--- config.mk ---
export PLATFORM = sky130hd
export DESIGN_NAME = raiz_iter_param
export DESIGN_NICKNAME = d
export VERILOG_FILES = /design/src/rtl/raiz_pkg.sv /design/src/rtl/raiz_paso.sv /design/src/rtl/raiz_iter_param.sv
export SDC_FILE = /design/constraint.sdc
export NUM_CORES = 1
export LEC_CHECK = 0
export ABC_AREA = 1
export BUFFER_PORTS_ARGS = -buffer_cell sky130_fd_sc_hd__buf_2
export CAP_MARGIN = 15
export CORE_ASPECT_RATIO = 1.25
export CORE_UTILIZATION = 55
export CTS_CLUSTER_SIZE = 12
export DETAILED_ROUTE_END_ITERATION = 10
export PLACE_DENSITY = 0.87
export SETUP_SLACK_MARGIN = 0.1
export SYNTH_ARGS = -nofsm -noshare
export SYNTH_HDL_FRONTEND = slang
export SYNTH_HIERARCHICAL = 1
export SYNTH_SLANG_ARGS = --single-unit
--- constraint.sdc ---
create_clock -name clk -period 5.7 [get_ports clk]
set_clock_uncertainty 0.1 [all_clocks]
set_input_delay 0.285 -clock clk [delete_from_list [all_inputs] [get_ports clk]]
set_output_delay 0.285 -clock clk [all_outputs]
set_load 0.01 [all_outputs]
--- src/rtl/raiz_pkg.sv ---
// rtl/raiz_pkg.sv - shared state encoding and helpers for the iterative square-root unit
package raiz_pkg;

    typedef enum logic [1:0] {
        IDLE = 2'b00,
        ITER = 2'b01,
        DONE = 2'b10
    } raiz_state_e;

    function automatic int clog2(input int n);
        return (n < 2) ? 1 : $clog2(n);
    endfunction

endpackage

--- src/rtl/raiz_paso.sv ---
// rtl/raiz_paso.sv - one restoring square-root step: bring down a bit pair, trial-subtract, emit a root bit
module raiz_paso #(
    parameter int RW = 8
) (
    input  logic [RW+1:0] rem,
    input  logic [RW-1:0] root,
    input  logic [1:0]    pair,
    output logic [RW+1:0] rem_n,
    output logic [RW-1:0] root_n
);

    logic [RW+3:0] rem_sh;
    logic [RW+3:0] trial;
    logic          ge;

    // Compare at full width; the kept remainder always fits back into RW+2 bits.
    always_comb begin
        rem_sh = {rem, pair};
        trial  = {2'b00, root, 2'b01};
        ge     = (rem_sh >= trial);
        rem_n  = ge ? (RW+2)'(rem_sh - trial) : rem_sh[RW+1:0];
        root_n = {root[RW-2:0], ge};
    end

endmodule

--- src/rtl/raiz_iter_param.sv ---
// rtl/raiz_iter_param.sv - sequential floor(sqrt) with valid/ready streams; out_rem port under RAIZ_REM_EN
module raiz_iter_param
    import raiz_pkg::*;
#(
    parameter  int W  = 16,
    localparam int RW = W / 2
) (
    input  logic          clk,
    input  logic          rst,
    input  logic          in_valid,
    output logic          in_ready,
    input  logic [W-1:0]  in_x,
    output logic          out_valid,
    input  logic          out_ready,
    output logic [RW-1:0] out_root,
`ifdef RAIZ_REM_EN
    output logic [RW:0]   out_rem,
`endif
    output logic          busy
);

    localparam int CW = clog2(RW);

    if ((W % 2 != 0) || (W < 4)) begin : g_bad_width
        $error("raiz_iter_param: W must be even and >= 4");
    end

    raiz_state_e   state_q, state_d;
    logic [W-1:0]  x_q, x_d;
    logic [RW+1:0] rem_q, rem_d;
    logic [RW-1:0] root_q, root_d;
    logic [CW-1:0] cnt_q, cnt_d;
    logic [RW+1:0] rem_n;
    logic [RW-1:0] root_n;

    raiz_paso #(.RW(RW)) u_paso (
        .rem    (rem_q),
        .root   (root_q),
        .pair   (x_q[W-1:W-2]),
        .rem_n  (rem_n),
        .root_n (root_n)
    );

    always_comb begin
        state_d   = state_q;
        x_d       = x_q;
        rem_d     = rem_q;
        root_d    = root_q;
        cnt_d     = cnt_q;
        in_ready  = 1'b0;
        out_valid = 1'b0;
        busy      = 1'b0;
        case (state_q)
            ITER: begin
                busy   = 1'b1;
                x_d    = {x_q[W-3:0], 2'b00};
                rem_d  = rem_n;
                root_d = root_n;
                if (cnt_q == '0) begin
                    state_d = DONE;
                end else begin
                    cnt_d = cnt_q - CW'(1);
                end
            end
            DONE: begin
                busy      = 1'b1;
                out_valid = 1'b1;
                if (out_ready) begin
                    state_d = IDLE;
                end
            end
            // IDLE and the unused code share this branch so a corrupted state recovers as IDLE.
            default: begin
                in_ready = 1'b1;
                state_d  = IDLE;
                if (in_valid) begin
                    x_d     = in_x;
                    rem_d   = '0;
                    root_d  = '0;
                    cnt_d   = CW'(RW - 1);
                    state_d = ITER;
                end
            end
        endcase
    end

    always_ff @(posedge clk) begin
        if (rst) begin
            state_q <= IDLE;
            x_q     <= '0;
            rem_q   <= '0;
            root_q  <= '0;
            cnt_q   <= '0;
        end else begin
            state_q <= state_d;
            x_q     <= x_d;
            rem_q   <= rem_d;
            root_q  <= root_d;
            cnt_q   <= cnt_d;
        end
    end

    assign out_root = root_q;
`ifdef RAIZ_REM_EN
    assign out_rem  = rem_q[RW:0];
`endif

endmodule
==> summary.txt <==
GRT
  – Vias in the first global route: roughly 2300
  – First-pass GRT wire length: roughly 9300 um
  – Largest net degree at the start of global routing: 38
  – Congestion Overflow GR: 0
  – GRT Total Usage: 23.2%
  – Initial antenna violation count: 0

Setup path
  – Reg2reg start: state_q[1]
  – Reg2reg end: rem_q[9]
  – Critical Path Slowest Stage Cell: nor2_2
  – Worst-path maximum fanout: 21
  – CP startpoint kind: flop
  – Reg2Reg Depth: 6
  – WP data required: around 5800 ps
  – Worst path top cell family by delay: simple AND/OR/NAND/NOR gates
  – Buf/Inv on CP: 2
  – Crit. Startpoint: state_q[1]
  – CP Capture Type: flop
  – Reg2reg setup slack: roughly 3300 ps
  – CP Class: flop to flop
  – CP Cell Sequence: inv_1, ha_1, inv_2, nor2_2, nand2_1, a21oi_1
  – Max incr delay on CP: 630 ps
  – Worst EP arrival: ~2500 ps

Clock tree
  – CTS max path bufs: 2
  – Clock Sinks: 39
  – Hold_buf cts: 0
  – CTS H-tree depth: 2
  – Post-CTS sizing: 0
  – CTS Buf Count: 5
  – Setup bufs post-CTS: 0
  – Worst-skew pair later-pin latency: between 200 and 300 ps
  – TritonCTS clock tree: yes
  – Root Driver: clkbuf_8
  – Worst-path clk slew: 70 ps

Logic synthesis
  – Post-synth top area share: between 30% and 40%
  – Largest cells by area after synthesis: dfxtp_1 30%, nand2_1 20%, ha_1 6.8%, inv_1 6.1%, a21oi_1 5.8%
  – Yosys reg bits: 39
  – Area leader, netlist: dfxtp_1
  – Main synth FF type: dfxtp_1
  – Mapped Nets: around 420
  – Mapped Avg Cell Area: 6.69 um2
  – Yosys warnings: 6
  – EDFF count, synth: 0
  – Cell count after synthesis: about 390
  – Ys async rst share: 0%
  – Sequential share of the synthesized area: 30.3%
  – Post-Syn Area: roughly 2600 um2
  – Library cells used by synthesis: 30

STA
  – Worst Tran Pin Value: between 800 and 900 ps
  – Fin crit period: between 2000 and 2500 ps
  – RSZ-0062 raised after global routing: no
  – Slew HR: roughly two fifths
  – Setup TNS Final: 0 ps
  – Final WS setup: 3290 ps
  – Worst hold slack: 178 ps
  – Final hold viol count: 0
  – Slew Viols, Final: 0
  – Max Fclk: just over 400 MHz
  – Setup-failing EPs final: 0
  – Fin crit share: between 40% and 50%

Layout
  – Final #Nets: about 440
  – Non-Filler Cell Area, Final: between 2000 and 3000 um2
  – Synthesis-to-layout area growth: 5.44%
  – # diodes: 0
  – Leading cell type in the layout, fill and taps excluded: nand2_1
  – Commonest cells after routing, fill and taps aside: 140 x nand2_1, 42 x inv_1, 39 x dfxtp_1
  – Layout cells sized above 1: 16.7%

Placement
  – # port buffers: 30
  – Pre-CTS setup slack: about 3300 ps
  – Final Wtd Congestion: 0.895
  – Dpl cell area: around 2600 um2
  – Dpl hpwl: between 3000 and 4000 um

Floorplanning
  – Die width: about 63 um
  – Core area: between 4000 and 5000 um2
  – Row count: 27
  – Initial core utilization: 57.8%
  – Die ar.: a little under 5000 um2
  – Num ports: 31
  – Die H: around 80 um

Power
  – LEAKAGE: between 0.001 and 0.0015 uW
  – PwrDens: about 600 nW/um2
  – Peak VDD IR: around 0.00031 V

Outcome
  – Run status: finished clean

Detailed routing
  – Remaining DRCs: 0
  – First-pass DRT Iterations: 4
  – DR vias/cell: 5.21
  – Detailed Route WL: roughly 5300 um
  – Post-DR wirelength/cell: around 12 um
  – Vias: approximately 2400
  – Final ANT Viol Nets: 0
  – Initial DRC count: approximately 110

Hold path
  – Hold Path Stages: 3
  – Hold path start: in_x[0]
  – Hold Path Sink: x_q[0]
  – Hold/Removal Path Class: primary input to flop

Run
  – Max Cap Viol: 0
==> cell families (layout without fill, tap and decap cells) <==
| group | Yosys count | after routing | share of synthesized area, % |
|---|---|---|---|
| compound gates | 55 | 55 | 12.2 |
| xor+xnor | 3 | 3 | 1.02 |
| fa+ha+maj | 14 | 14 | 6.80 |
| buf+inv | 65 | 81 | 13.0 |
| flops | 39 | 39 | 30.3 |
| simple gates | 209 | 209 | 36.7 |
==> Yosys cell counts (4+ instances only) <==
| cell | n |
|---|---|
| nand2_1 | 140 |
| inv_1 | 42 |
| dfxtp_1 | 39 |
| a21oi_1 | 30 |
| nor2_1 | 30 |
| o21ai_0 | 18 |
| ha_1 | 14 |
| buf_4 | 9 |
| nand4_1 | 7 |
| nand3_1 | 6 |
| nor2_2 | 6 |
| buf_6 | 5 |
| nand3_2 | 5 |
| nand2_2 | 4 |
| nand3b_1 | 4 |
==> worst max-delay path by stage <==
stage	slack [ps]	to	cells after the start
floorplan	3800	out_root[0]	10
global placement	3440	x_q[2]	6
detailed placement	3310	x_q[1]	7
CTS	3290	x_q[1]	7
global route	3050	x_q[1]	7
finish	3290	rem_q[9]	6
==> power breakdown <==
| group | internal (uW) | switching [uW] |
|---|---|---|
| logic | 373 | 720 |
| clock network | 94.8 | 90.8 |
| registers | 325 | 39.4 |
| total | 793 | 850 |
==> sequential cells by signal, summed over array words and instances, names as in the netlist <==
signal,flops
cnt_q,3
out_root,8
rem_q,10
state_q,2
x_q,16
==> worst register-to-register path, cell delays in order (launching register included) <==
cell,delay [ps]
dfxtp_1,330
inv_1,60
ha_1,550
inv_2,280
nor2_2,640
nand2_1,140
a21oi_1,220
==> area by class of cell <==
| cell class | count | area [um2] |
|---|---|---|
| inverters | 44 | 165 |
| clock inverters | 1 | 5.00 |
| repair buffers | 30 | 150 |
| multi-input cells | 281 | 1460 |
| clock buffers | 6 | 82.6 |
| well taps | 58 | 72.6 |
| flip-flops and latches | 39 | 781 |
| fillers | 436 | 1740 |
==> per-stage QoR <==
stage                     power [uW]  util (%)  instances
final                           1640      60.9        459
after global routing            1800      60.9        459
after CTS                       1650      60.9        459
after detailed placement        1450      59.0        452
after global placement          1410      59.0        452
after floorplan                 1380         -        385
==> metal layers <==
metal,track usage (%),up-vias,wire (um)
met1,25.7,1096,2250
met4,13.9,0,159
met5,0,-,0
li1,-,1226,-
met3,3.34,13,172
met2,41.6,55,2720
Power figures use the tool's default switching activity.
